[src/rtl/dmem_port_arbiter.sv]
// dmem_port_arbiter
//   Shares one single-ported, synchronous-read data memory between the CPU
//   MEM stage and a debug/loader port.
//
//   Optional build macro: DMEM_ARB_RR_EN
//     defined   -> round-robin between the two requesters on contention
//     undefined -> fixed CPU priority with a debug starvation override
//
//   Ports
//     clk, rst                    clock, asynchronous active-low reset
//     cpu_req/we/addr/wdata/dmtype MEM-stage access request
//     cpu_rdata, cpu_stall        load data, pipeline freeze
//     dbg_req/we/addr/wdata       debug request, held until dbg_gnt
//     dbg_gnt, dbg_rvalid, dbg_rdata  debug accept pulse, read return
//     mem_en/w/addr/wdata/dmtype  memory command
//     mem_rdata                   memory read data (one cycle after issue)
`timescale 1ns/1ps
module dmem_port_arbiter #(
    parameter int AW         = 32,
    parameter int DW         = 32,
    parameter int STARVE_MAX = 8
) (
    input  logic          clk,
    input  logic          rst,
    input  logic          cpu_req,
    input  logic          cpu_we,
    input  logic [AW-1:0] cpu_addr,
    input  logic [DW-1:0] cpu_wdata,
    input  logic [2:0]    cpu_dmtype,
    output logic [DW-1:0] cpu_rdata,
    output logic          cpu_stall,
    input  logic          dbg_req,
    input  logic          dbg_we,
    input  logic [AW-1:0] dbg_addr,
    input  logic [DW-1:0] dbg_wdata,
    output logic          dbg_gnt,
    output logic          dbg_rvalid,
    output logic [DW-1:0] dbg_rdata,
    output logic          mem_en,
    output logic          mem_w,
    output logic [AW-1:0] mem_addr,
    output logic [DW-1:0] mem_wdata,
    output logic [2:0]    mem_dmtype,
    input  logic [DW-1:0] mem_rdata
);

    typedef enum logic [1:0] {
        IDLE   = 2'd0,
        CPU_RD = 2'd1,
        DBG_RD = 2'd2
    } state_t;

    state_t        state, state_nxt;
    logic          dbg_win;
    logic          rvalid_q;
    logic [DW-1:0] rdata_q;

`ifdef DMEM_ARB_RR_EN
    // Set when the debug port should win the next contended IDLE cycle.
    logic prefer_dbg;

    always_comb dbg_win = dbg_req && (!cpu_req || prefer_dbg);

    always_ff @(posedge clk or negedge rst) begin
        if (!rst)
            prefer_dbg <= 1'b0;
        else if (state == IDLE && cpu_req && dbg_req)
            prefer_dbg <= !dbg_win;
    end
`else
    localparam logic [7:0] STARVE_LIM = 8'(STARVE_MAX);
    logic [7:0] starve_cnt;

    always_comb dbg_win = dbg_req && (!cpu_req || starve_cnt == STARVE_LIM);

    // Counts every cycle the debug port waits, including data-phase cycles.
    always_ff @(posedge clk or negedge rst) begin
        if (!rst)
            starve_cnt <= '0;
        else if (dbg_gnt)
            starve_cnt <= '0;
        else if (dbg_req && starve_cnt != STARVE_LIM)
            starve_cnt <= starve_cnt + 8'd1;
    end
`endif

    always_ff @(posedge clk or negedge rst) begin
        if (!rst)
            state <= IDLE;
        else
            state <= state_nxt;
    end

    // Debug read data is registered at the end of the data phase.
    always_ff @(posedge clk or negedge rst) begin
        if (!rst) begin
            rvalid_q <= 1'b0;
            rdata_q  <= '0;
        end else begin
            rvalid_q <= (state == DBG_RD);
            if (state == DBG_RD)
                rdata_q <= mem_rdata;
        end
    end

    // Combinational outputs are gated by rst so every output reads 0 in reset.
    always_comb begin
        state_nxt  = state;
        cpu_rdata  = '0;
        cpu_stall  = 1'b0;
        dbg_gnt    = 1'b0;
        dbg_rvalid = rvalid_q;
        dbg_rdata  = rdata_q;
        mem_en     = 1'b0;
        mem_w      = 1'b0;
        mem_addr   = '0;
        mem_wdata  = '0;
        mem_dmtype = 3'b000;
        if (rst) begin
            unique case (state)
                IDLE: begin
                    if (dbg_win) begin
                        dbg_gnt   = 1'b1;
                        mem_en    = 1'b1;
                        mem_w     = dbg_we;
                        mem_addr  = dbg_addr;
                        mem_wdata = dbg_wdata;
                        cpu_stall = cpu_req;
                        if (!dbg_we)
                            state_nxt = DBG_RD;
                    end else if (cpu_req) begin
                        mem_en     = 1'b1;
                        mem_w      = cpu_we;
                        mem_addr   = cpu_addr;
                        mem_wdata  = cpu_wdata;
                        mem_dmtype = cpu_dmtype;
                        cpu_stall  = !cpu_we;
                        if (!cpu_we)
                            state_nxt = CPU_RD;
                    end
                end
                CPU_RD: begin
                    cpu_rdata = mem_rdata;
                    state_nxt = IDLE;
                end
                DBG_RD: begin
                    cpu_stall = cpu_req;
                    state_nxt = IDLE;
                end
                default: state_nxt = IDLE;
            endcase
        end
    end

endmodule

[config.mk]
export PLATFORM = sky130hd
export DESIGN_NAME = dmem_port_arbiter
export DESIGN_NICKNAME = d
export VERILOG_FILES = /design/src/rtl/dmem_port_arbiter.sv
export SDC_FILE = /design/constraint.sdc
export NUM_CORES = 1
export LEC_CHECK = 0
export ABC_AREA = 1
export BUFFER_PORTS_ARGS = -buffer_cell sky130_fd_sc_hd__buf_2
export CORE_AREA = 3 3 119 121
export DETAILED_ROUTE_END_ITERATION = 6
export DIE_AREA = 0 0 122 124
export GPL_TIMING_DRIVEN = 0
export HOLD_SLACK_MARGIN = 0.1
export PLACE_DENSITY = 0.61
export REMOVE_ABC_BUFFERS = 1
export SLEW_MARGIN = 20
export SYNTH_ARGS = -nofsm -noshare
export SYNTH_HDL_FRONTEND = slang
export SYNTH_SLANG_ARGS = --single-unit
[constraint.sdc]
create_clock -name clk -period 3.5 [get_ports clk]
set_input_delay 0.525 -clock clk [delete_from_list [all_inputs] [get_ports clk]]
set_output_delay 0.525 -clock clk [all_outputs]
set_load 0.03 [all_outputs]
* Yosys cells after proc, flatten, opt, wreduce, memory -nomap -nowiden
Cells that the tools add are included.
Cells by class: eq/ne operators 7, reductions and logical operators 8, add/sub/neg operators 1, multiplexer cells 36
Operators by type and width (number):
- $mux W32 | 10
- $mux W8 | 2
- $mux W1 | 14
- $mux W3 | 4
- $mux W2 | 5
- $ne A3 B3 Y1 const B | 3
- $add A8 B1 Y8 const B | 1
- $eq A8 B4 Y1 const B | 1
- $ne A8 B4 Y1 const B | 1
- $reduce_and A4 Y1 | 1
- $eq A2 B1 Y1 const B | 1
- $eq A2 B2 Y1 const B | 1
- $logic_and A1 B1 Y1 | 2
- $logic_not A1 Y1 | 2
- $logic_not A2 Y1 | 1
- $pmux W1 S2 | 1
- $reduce_bool A2 Y1 | 1
- $logic_or A1 B1 Y1 | 1
Storage, ports and cells: flip-flop bits (word level) 43, bits of input ports 169

* Logic depth before layout (Yosys ltp)
Gate-level depths: netlist of run 1.
depth after elaboration 7, depth in mapped cells 12, depth with buffers taken out 10

* Worst setup path before layout of run 1
OpenSTA, ideal clock, no wires.
path kind register to output, from reg starve_cnt[0], to out mem_addr[10], slack 1.164 ns, cell stages (with the launch flop) 12, path buffers 1, arrival time 1.811 ns, cell sequence dfrtp_1 -> inv_1 -> ha_1 -> nand3_2 -> o21ai_2 -> nand2_2 -> nor2_4 -> nand2_4 -> inv_2 -> buf_2 -> nand2_1 -> nand2_1
On the way: word-level cells in the longest chain between the ends 6
RTL lines:
- start: declaration | RTL line 72 | logic [7:0] starve_cnt;
- start signal: assignment | RTL line 83 | starve_cnt <= starve_cnt + 8'd1;
- $eq A8 B4 Y1 | RTL line 74 | always_comb dbg_win = dbg_req && (!cpu_req || starve_cnt == STARVE_LIM);
- $logic_or A1 B1 Y1 | RTL line 74
- $logic_and A1 B1 Y1 | RTL line 74
- $mux W32 | RTL line 122 | if (dbg_win) begin
- $mux W32 | RTL line 120 | unique case (state)
- $mux W32 | RTL line 119 | if (rst) begin
- end: declaration | RTL line 41 | output logic [AW-1:0] mem_addr,
Every way passes these cells.

* Worst setup path after layout of run 1
from reg starve_cnt[0], to out mem_addr[17]
Same word-level chain as after synthesis.

==> impl_results.html, run 1 <==
<table>
<tr><th>Metric</th><th>Value</th></tr>
<tr><th colspan="2">Synthesis</th></tr>
<tr><td>Leading register cell type out of synthesis</td><td>sky130_fd_sc_hd__dfrtp_1</td></tr>
<tr><td>Most area-consuming cells after synthesis</td><td>sky130_fd_sc_hd__dfrtp_1, sky130_fd_sc_hd__nand2_1, sky130_fd_sc_hd__nor2_1</td></tr>
<tr><td>Area of the mapped netlist</td><td>2902 um^2</td></tr>
<tr><td>Cell types with the highest counts after synthesis</td><td>sky130_fd_sc_hd__nand2_1, sky130_fd_sc_hd__nor2_1, sky130_fd_sc_hd__inv_1</td></tr>
<tr><td>Number of flops mapped to enable cells by yosys</td><td>0</td></tr>
<tr><td>Mean instance size in the synthesized netlist</td><td>6.108 um^2</td></tr>
<tr><td>Unique masters post-synth</td><td>24</td></tr>
<tr><td>Area share of the leading cell type in the synthesized netlist</td><td>0.3708</td></tr>
<tr><td>Flop and latch count out of synthesis</td><td>43</td></tr>
<tr><td>Most repeated cell in the gate-level netlist after synthesis</td><td>sky130_fd_sc_hd__nand2_1</td></tr>
<tr><td>Fraction of synthesis flops using an asynchronous set or reset pin</td><td>1.000</td></tr>
<tr><td>Largest area contributor in the synthesized netlist</td><td>sky130_fd_sc_hd__dfrtp_1</td></tr>
<tr><td>Ys Warns</td><td>0</td></tr>
<tr><td>Count of mapped cells out of synthesis</td><td>475</td></tr>
<tr><td>Share of synthesized area occupied by flip-flops and latches</td><td>0.3708</td></tr>
<tr><th colspan="2">Global routing</th></tr>
<tr><td>Global route overflow</td><td>0</td></tr>
<tr><td>Pin count of the biggest net entering global routing</td><td>66</td></tr>
<tr><td>Global-route wire length before repair</td><td>18.48 mm</td></tr>
<tr><td>Antenna violations before repair</td><td>1</td></tr>
<tr><td>Vias in the first global route</td><td>3286</td></tr>
<tr><td>Global-route total usage across every layer</td><td>0.1624</td></tr>
<tr><th colspan="2">Die</th></tr>
<tr><td>Width of the die</td><td>122 um</td></tr>
<tr><td>CORE AREA</td><td>13190 um^2</td></tr>
<tr><td>Die Area</td><td>15130 um^2</td></tr>
<tr><td>Die span in y</td><td>124 um</td></tr>
<tr><td>Standard-cell row count</td><td>42</td></tr>
<tr><td>Starting density of the core</td><td>0.2200</td></tr>
<tr><td>I/O pin cnt</td><td>305</td></tr>
<tr><th colspan="2">Power and ir drop</th></tr>
<tr><td>Peak VDD IR</td><td>0.2582 mV</td></tr>
<tr><td>Power per cell area</td><td>697.0 nW/um^2</td></tr>
<tr><td>Overall power consumption</td><td>3.344 mW</td></tr>
<tr><td>Reported leakage power</td><td>3.194 nW</td></tr>
<tr><th colspan="2">Job</th></tr>
<tr><td>Max-Cap Viols</td><td>0</td></tr>
<tr><th colspan="2">Finish</th></tr>
<tr><td>Synthesis-to-finish area growth</td><td>65.33%</td></tr>
<tr><td>Final layout net count</td><td>943</td></tr>
<tr><td>Post-Layout Inst Area</td><td>4797 um^2</td></tr>
<tr><td>Number of cells in the finished layout apart from fillers</td><td>949</td></tr>
<tr><td>Antenna diode count</td><td>0</td></tr>
<tr><td>Share of cells above drive strength 1</td><td>0.4256</td></tr>
<tr><th colspan="2">Worst setup path</th></tr>
<tr><td>CP max FO</td><td>65</td></tr>
<tr><td>Crit Path Class</td><td>flop to output port</td></tr>
<tr><td>CP arrival</td><td>2750 ps</td></tr>
<tr><td>Category of the worst setup path capture point</td><td>output port</td></tr>
<tr><td>Critical path required time</td><td>2970 ps</td></tr>
<tr><td>Type of element launching the critical path</td><td>flop</td></tr>
<tr><th colspan="2">Placement</th></tr>
<tr><td>Total of buffers placed on input and output ports</td><td>304</td></tr>
<tr><td>Final weighted congestion of routability-driven global placement</td><td>0.8523</td></tr>
<tr><td>Cell area reported after detailed placement</td><td>4556 um^2</td></tr>
<tr><td>DP HPWL</td><td>11.11 mm</td></tr>
<tr><td>Post-placement cell count</td><td>936</td></tr>
<tr><th colspan="2">Routing</th></tr>
<tr><td>Total number of vias</td><td>3853</td></tr>
<tr><td># DRC</td><td>0</td></tr>
<tr><td>Total Wirelength</td><td>13.15 mm</td></tr>
<tr><td>Number of search-and-repair iterations in the first detailed-routing pass</td><td>4</td></tr>
<tr><td>DRT antenna net count</td><td>0</td></tr>
<tr><td>DRT iter0 DRCs</td><td>145</td></tr>
<tr><td>Routed WL per cell</td><td>13.85 um</td></tr>
<tr><td>Via density</td><td>4.060</td></tr>
<tr><th colspan="2">STA</th></tr>
<tr><td>Crit path time final</td><td>3280 ps</td></tr>
<tr><td>Final setup skew</td><td>2.584 ps</td></tr>
<tr><td>Unrepaired setup endpoints after global routing</td><td>no</td></tr>
<tr><td>Count of endpoints failing setup in the final report</td><td>0</td></tr>
<tr><td>Fraction of the cycle the final worst path needs</td><td>0.9371</td></tr>
<tr><td>Max Fclk</td><td>0.3049 GHz</td></tr>
<tr><td>Final Hold Viols</td><td>0</td></tr>
<tr><td>Actual slew at the worst max-slew pin</td><td>841.3 ps</td></tr>
<tr><td>Worst rel slew slack</td><td>0.4383</td></tr>
<tr><td>Final setup TNS</td><td>0 ps</td></tr>
<tr><td>Number of pins with negative max-slew slack in the final report</td><td>0</td></tr>
<tr><th colspan="2">Clock network</th></tr>
<tr><td>Latest clock arrival within the worst-skew pair</td><td>280 ps</td></tr>
<tr><td>Buffer cell driving the clock tree root</td><td>sky130_fd_sc_hd__clkbuf_16</td></tr>
<tr><td>TritonCTS clock tree</td><td>built</td></tr>
<tr><td># H-tree levels</td><td>2</td></tr>
<tr><td>Clock-pin slew on the worst setup and hold paths</td><td>60 ps</td></tr>
<tr><td>Sink count of the clock tree</td><td>43</td></tr>
<tr><td>Number of clock buffers inserted by TritonCTS</td><td>5</td></tr>
<tr><td>Number of buffers between clock root and the deepest sink</td><td>2</td></tr>
<tr><th colspan="2">Outcome</th></tr>
<tr><td>Run status</td><td>complete, no violations</td></tr>
<tr><th colspan="2">Min path</th></tr>
<tr><td>Hold WC Path Type</td><td>input pin to async pin</td></tr>
</table>
logic make-up after synthesis:
logic type | Yosys count | synth area share
AND/OR/NAND/NOR | 316 | 0.4325
adder cells (fa/ha/maj) | 2 | 0.008623
AO/OA/AOI/OAI | 41 | 0.07331
XOR/XNOR | 1 | 0.003019
flip-flops | 43 | 0.3708
buffers and inverters | 72 | 0.1117
cells in the final DEF (no fill, tap or decap), types with 2 or more instances in the layout:
master                      Yosys  final
sky130_fd_sc_hd__a21oi_1        3      3
sky130_fd_sc_hd__buf_2          7    303
sky130_fd_sc_hd__buf_4          0      5
sky130_fd_sc_hd__buf_8          0      2
sky130_fd_sc_hd__bufinv_16      0      2
sky130_fd_sc_hd__clkbuf_16      0      5
sky130_fd_sc_hd__dfrtp_1       43     43
sky130_fd_sc_hd__ha_1           2      2
sky130_fd_sc_hd__inv_1         47     47
sky130_fd_sc_hd__inv_2          3      2
sky130_fd_sc_hd__nand2_1      242    242
sky130_fd_sc_hd__nand3_1        9      8
sky130_fd_sc_hd__nand3_2        1      2
sky130_fd_sc_hd__nand3b_1       2      2
sky130_fd_sc_hd__nand4_1        4      4
sky130_fd_sc_hd__nor2_1        51     51
sky130_fd_sc_hd__nor3_1         3      3
sky130_fd_sc_hd__o21ai_0       35     35
per-stage QoR:
step / worst slack [ps] / hold slack [ps] / utilization
CTS: 142.8 / 289.2 / 0.3599
finish: 220.1 / 267.8 / 0.3637
floorplan: 543.8 / 229.4 / -
global placement: -1334 / 463.7 / 0.3417
detailed placement: 146.1 / 468.4 / 0.3454
global route: 2.601 / 319.3 / 0.3637
state kept, by name (all words and copies together), names as in the netlist:
register / cells
dbg_rdata: 32
dbg_rvalid: 1
starve_cnt: 8
state: 2
layout make-up:
class                           count  area, um^2
Fill cell                        1504        8393
Timing Repair Buffer              312        1615
Multi-Input combinational cell    360        1506
Sequential cell                    43        1076
Tap cell                          176       220.2
Inverter                           50       190.2
Clock buffer                        6       128.9
Clock inverter                      2       60.06
final timing paths:
| path | from | end | slack [ps] | depth (start not counted) |
|---|---|---|---|---|
| max in group asynchronous | rst | starve_cnt[7]$_DFFE_PN0P_ | 2790 | 1 |
| worst max-delay path | starve_cnt[0]$_DFFE_PN0P_ | mem_addr[17] | 220 | 11 |
| min in group clk | dbg_rdata[10]$_DFFE_PN0P_ | dbg_rdata[10]$_DFFE_PN0P_ | 480 | 2 |
| worst max register to register | starve_cnt[0]$_DFFE_PN0P_ | starve_cnt[3]$_DFFE_PN0P_ | 1320 | 9 |
| worst min-delay path | rst | dbg_rdata[8]$_DFFE_PN0P_ | 270 | 1 |
| worst min register to register | dbg_rdata[10]$_DFFE_PN0P_ | dbg_rdata[10]$_DFFE_PN0P_ | 480 | 2 |
per-layer routing:
metal / track usage / up-vias / wire length, um
li1: - / 2021 / -
met1: 0.1805 / 1615 / 4937
met2: 0.2914 / 200 / 6387
met3: 0.05495 / 17 / 1512
met4: 0.05392 / 0 / 310
met5: 0 / - / 0
worst max-delay path, stage by stage, from the launching register on:
cell and delay [ps]:
sky130_fd_sc_hd__dfrtp_1 410, sky130_fd_sc_hd__inv_1 90, sky130_fd_sc_hd__ha_1 160, sky130_fd_sc_hd__nand3_2 90
sky130_fd_sc_hd__o21ai_2 220, sky130_fd_sc_hd__nand2_2 120, sky130_fd_sc_hd__nor2_4 230, sky130_fd_sc_hd__nand2_4 120
sky130_fd_sc_hd__inv_4 480, sky130_fd_sc_hd__nand2_1 170, sky130_fd_sc_hd__nand2_1 130, sky130_fd_sc_hd__buf_2 200
where the power goes:
| group | switching, mW | internal (mW) |
|---|---|---|
| Combinational | 1.36 | 0.538 |
| Clock | 0.183 | 0.409 |
| Sequential | 0.126 | 0.723 |
what timing repair did:
item	CTS	global route
setup endpoints to repair	42	16
resized for setup	1	0
buffers inserted	0	5
hold buffers	0	0
pin swaps	0	1
Power figures use the tool's default switching activity.
==> run 2: changes to the inputs <==
--- a/config.mk
+++ b/config.mk
@@ -6,7 +6,7 @@
 export NUM_CORES = 1
 export LEC_CHECK = 0
 export ABC_AREA = 1
-export BUFFER_PORTS_ARGS = -buffer_cell sky130_fd_sc_hd__buf_2
+export BUFFER_PORTS_ARGS = -buffer_cell sky130_fd_sc_hd__buf_4
 export CORE_AREA = 3 3 119 121
 export DETAILED_ROUTE_END_ITERATION = 6
 export DIE_AREA = 0 0 122 124
==> run 2 against run 1 <==
  * Sequential power rose by 2%
  * Critical path depth did not move
  * Register-to-register slack better by 40 ps
  * Non-clock buffer count shrank 3
  * Cell count shrank 0.32%
  * Clock-buffer cell count unchanged
  * Critical endpoint unchanged
  * Largest power group unchanged
==> impl_results.html, run 2 (synthesized netlist as in run 1, its figures left out) <==
<table>
<tr><th>Metric</th><th>Value</th></tr>
<tr><th colspan="2">Outcome</th></tr>
<tr><td>Run status</td><td>complete, no violations (unchanged)</td></tr>
<tr><th colspan="2">Clock network</th></tr>
<tr><td>TritonCTS clock tree</td><td>built (unchanged)</td></tr>
<tr><td>Buffer cell driving the clock tree root</td><td>sky130_fd_sc_hd__clkbuf_16 (unchanged)</td></tr>
<tr><td>Latest clock arrival within the worst-skew pair</td><td>280 ps (about the same)</td></tr>
<tr><td># H-tree levels</td><td>2 (unchanged)</td></tr>
<tr><td>Number of buffers between clock root and the deepest sink</td><td>2 (unchanged)</td></tr>
<tr><td>Sink count of the clock tree</td><td>43 (unchanged)</td></tr>
<tr><td>Hold Buf Count CTS</td><td>0 (unchanged)</td></tr>
<tr><td>Clock-pin slew on the worst setup and hold paths</td><td>60 ps (about the same)</td></tr>
<tr><td>Number of clock buffers inserted by TritonCTS</td><td>5 (unchanged)</td></tr>
<tr><th colspan="2">Worst setup path</th></tr>
<tr><td>Start point of the critical path</td><td>starve_cnt[0]$_DFFE_PN0P_ (unchanged)</td></tr>
<tr><td>Critical Path, Cell by Cell</td><td>inv_1, ha_1, nand3_2, o21ai_2, nand2_2, nor2_4, nand2_4, inv_4, nand2_1, nand2_1, buf_4 (was inv_1, ha_1, nand3_2, o21ai_2, nand2_2, nor2_4, nand2_4, inv_4, nand2_1, nand2_1, buf_2)</td></tr>
<tr><td>Type of element launching the critical path</td><td>flop (unchanged)</td></tr>
<tr><td>Delay of the slowest cell on the worst path</td><td>490 ps (was 480 ps)</td></tr>
<tr><td>CP arrival</td><td>2690 ps (was 2750 ps)</td></tr>
<tr><td>Cell with the biggest individual delay on the critical path</td><td>sky130_fd_sc_hd__inv_4 (unchanged)</td></tr>
<tr><td>R2R setup slack</td><td>1360 ps (was 1320 ps)</td></tr>
<tr><td>Worst reg2reg endpoint</td><td>starve_cnt[3]$_DFFE_PN0P_ (unchanged)</td></tr>
<tr><td>Critical path required time</td><td>2970 ps (about the same)</td></tr>
<tr><td>Category of the worst setup path capture point</td><td>output port (unchanged)</td></tr>
<tr><td>Startpoint of the lowest-slack register-to-register path</td><td>starve_cnt[0]$_DFFE_PN0P_ (unchanged)</td></tr>
<tr><td>Cell mode on critical path</td><td>sky130_fd_sc_hd__nand2_1 (unchanged)</td></tr>
<tr><td>Termination of the worst setup path</td><td>mem_addr[17] (unchanged)</td></tr>
<tr><td>Crit Path Class</td><td>flop to output port (unchanged)</td></tr>
<tr><td>R2R depth</td><td>9 (unchanged)</td></tr>
<tr><td>CP max FO</td><td>65 (unchanged)</td></tr>
<tr><th colspan="2">Finish</th></tr>
<tr><td>Most common library cell in the layout ignoring fill and taps</td><td>sky130_fd_sc_hd__buf_4 (was sky130_fd_sc_hd__buf_2)</td></tr>
<tr><td>Synthesis-to-finish area growth</td><td>90.25% (was 65.33%)</td></tr>
<tr><td>Post-Layout Inst Area</td><td>5520 um^2 (was 4797 um^2)</td></tr>
<tr><td>Share of cells above drive strength 1</td><td>0.4234 (was 0.4256)</td></tr>
<tr><td>Antenna diode count</td><td>0 (unchanged)</td></tr>
<tr><td>Final layout net count</td><td>940 (was 943)</td></tr>
<tr><td>Max FFs per register</td><td>32 (unchanged)</td></tr>
<tr><td>Commonest cells after routing, fill and taps aside</td><td>sky130_fd_sc_hd__buf_4, sky130_fd_sc_hd__nand2_1, sky130_fd_sc_hd__nor2_1, sky130_fd_sc_hd__inv_1, sky130_fd_sc_hd__dfrtp_1 (was sky130_fd_sc_hd__buf_2, sky130_fd_sc_hd__nand2_1, sky130_fd_sc_hd__nor2_1, sky130_fd_sc_hd__inv_1, sky130_fd_sc_hd__dfrtp_1)</td></tr>
<tr><th colspan="2">Global routing</th></tr>
<tr><td>Global-route total usage across every layer</td><td>0.1709 (was 0.1624)</td></tr>
<tr><td>Global-route wire length before repair</td><td>19.53 mm (was 18.48 mm)</td></tr>
<tr><td>Vias in the first global route</td><td>3434 (was 3286)</td></tr>
<tr><td>Antenna violations before repair</td><td>0 (was 1)</td></tr>
<tr><td>Global route overflow</td><td>0 (unchanged)</td></tr>
<tr><td>Pin count of the biggest net entering global routing</td><td>66 (unchanged)</td></tr>
<tr><th colspan="2">Routing</th></tr>
<tr><td>DRT iter0 DRCs</td><td>152 (was 145)</td></tr>
<tr><td>Routed WL per cell</td><td>14.62 um (was 13.85 um)</td></tr>
<tr><td>DRT antenna net count</td><td>0 (unchanged)</td></tr>
<tr><td>Number of search-and-repair iterations in the first detailed-routing pass</td><td>4 (unchanged)</td></tr>
<tr><td>Total number of vias</td><td>3867 (was 3853)</td></tr>
<tr><td># DRC</td><td>0 (unchanged)</td></tr>
<tr><td>Total Wirelength</td><td>13.83 mm (was 13.15 mm)</td></tr>
<tr><td>Via density</td><td>4.088 (was 4.060)</td></tr>
<tr><th colspan="2">Power and ir drop</th></tr>
<tr><td>Reported leakage power</td><td>3.345 nW (was 3.194 nW)</td></tr>
<tr><td>Power per cell area</td><td>653.9 nW/um^2 (was 697.0 nW/um^2)</td></tr>
<tr><td>Peak VDD IR</td><td>0.2240 mV (was 0.2582 mV)</td></tr>
<tr><th colspan="2">STA</th></tr>
<tr><td>Max Fclk</td><td>0.3109 GHz (was 0.3049 GHz)</td></tr>
<tr><td>Crit path time final</td><td>3216 ps (was 3280 ps)</td></tr>
<tr><td>Number of pins with negative max-slew slack in the final report</td><td>0 (unchanged)</td></tr>
<tr><td>Fraction of the cycle the final worst path needs</td><td>0.9189 (was 0.9371)</td></tr>
<tr><td>Final Hold Viols</td><td>0 (unchanged)</td></tr>
<tr><td>Count of endpoints failing setup in the final report</td><td>0 (unchanged)</td></tr>
<tr><td>Minimum setup slack in the final design</td><td>283.7 ps (was 220.1 ps)</td></tr>
<tr><td>Final setup skew</td><td>2.726 ps (was 2.584 ps)</td></tr>
<tr><td>Final setup TNS</td><td>0 ps (unchanged)</td></tr>
<tr><td>Actual slew at the worst max-slew pin</td><td>839.9 ps (was 841.3 ps)</td></tr>
<tr><td>Unrepaired setup endpoints after global routing</td><td>no (unchanged)</td></tr>
<tr><td>Worst rel slew slack</td><td>0.4393 (was 0.4383)</td></tr>
<tr><th colspan="2">Die</th></tr>
<tr><td>Die span in y</td><td>124 um (unchanged)</td></tr>
<tr><td>Width of the die</td><td>122 um (unchanged)</td></tr>
<tr><td>Starting density of the core</td><td>0.2200 (unchanged)</td></tr>
<tr><td>Standard-cell row count</td><td>42 (unchanged)</td></tr>
<tr><td>I/O pin cnt</td><td>305 (unchanged)</td></tr>
<tr><td>CORE AREA</td><td>13190 um^2 (unchanged)</td></tr>
<tr><td>Die Area</td><td>15130 um^2 (unchanged)</td></tr>
<tr><th colspan="2">Placement</th></tr>
<tr><td>Total of buffers placed on input and output ports</td><td>304 (unchanged)</td></tr>
<tr><td>Final weighted congestion of routability-driven global placement</td><td>0.8592 (was 0.8523)</td></tr>
<tr><td>Setup Slack @ Placement</td><td>140.2 ps (was 146.1 ps)</td></tr>
<tr><td>DP HPWL</td><td>11.62 mm (was 11.11 mm)</td></tr>
<tr><td>Cell area reported after detailed placement</td><td>5314 um^2 (was 4556 um^2)</td></tr>
<tr><th colspan="2">Job</th></tr>
<tr><td>Max-Cap Viols</td><td>0 (unchanged)</td></tr>
<tr><th colspan="2">Min path</th></tr>
<tr><td>Hold WC Path Type</td><td>input pin to async pin (unchanged)</td></tr>
</table>
[run 2: changes by cell type in the layout (fill, tap and decap cells not counted)]
cell                     delta
sky130_fd_sc_hd__buf_12     -1
sky130_fd_sc_hd__buf_4    +301
sky130_fd_sc_hd__buf_2    -303
[run 2: per-layer routing]
metal | wire length (um) | part of all wire | global-route usage
met3 | 1723 | 0.12 | 0.07675
met2 | 6871 | 0.50 | 0.3070
met5 | 0 | 0 | 0
met1 | 5033 | 0.36 | 0.1825
met4 | 201 | 0.015 | 0.04552
[run 2: worst min-delay path by stage]
stage               cells after the start                 startpoint                         to  slack [ps]
floorplan                               0                        rst   dbg_rdata[0]$_DFFE_PN0P_         230
global placement                        2  dbg_rdata[12]$_DFFE_PN0P_  dbg_rdata[12]$_DFFE_PN0P_         470
detailed placement                      2  dbg_rdata[25]$_DFFE_PN0P_  dbg_rdata[25]$_DFFE_PN0P_         480
CTS                                     1                        rst   dbg_rdata[8]$_DFFE_PN0P_         290
global route                            1                        rst   dbg_rdata[8]$_DFFE_PN0P_         320
finish                                  1                        rst   dbg_rdata[8]$_DFFE_PN0P_         260
[run 2: area by class of cell]
class / count / area [um^2]
Sequential cell: 43 / 1076
Multi-Input combinational cell: 360 / 1506
Tap cell: 176 / 220.2
Inverter: 50 / 190.2
Clock inverter: 2 / 60.06
Clock buffer: 6 / 128.9
Timing Repair Buffer: 309 / 2338
Fill cell: 1448 / 7670
[run 2: critical path, delay by kind of cell, from the launching register on]
kind | cells | cell delay (ps)
compound gates | 1 | 200
fa+ha+maj | 1 | 160
buf+inv | 3 | 740
flops | 1 | 410
simple gates | 6 | 860
[run 2: what timing repair did]
item                                    CTS  global route
setup buffers                             0             2
pin swaps                                 0             1
endpoints found under the setup margin    8             6
gates resized for setup                   1             0
[run 2: power by group]
group          switching [mW]  internal, mW  leakage (nW)
sequential              0.140         0.724         0.534
clock                   0.182         0.409        0.0911
combinational            1.38         0.776          2.72
[run 2: stage by stage]
stage	hold slack, ps	power [mW]	cells	util
finish	262.1	3.610	946	0.4185
global route	320.8	3.851	946	0.4185
CTS	294.4	3.658	944	0.4174
detailed placement	475.7	3.049	936	0.4029
global placement	468.8	3.015	933	0.3994
floorplan	229.4	2.095	453	-
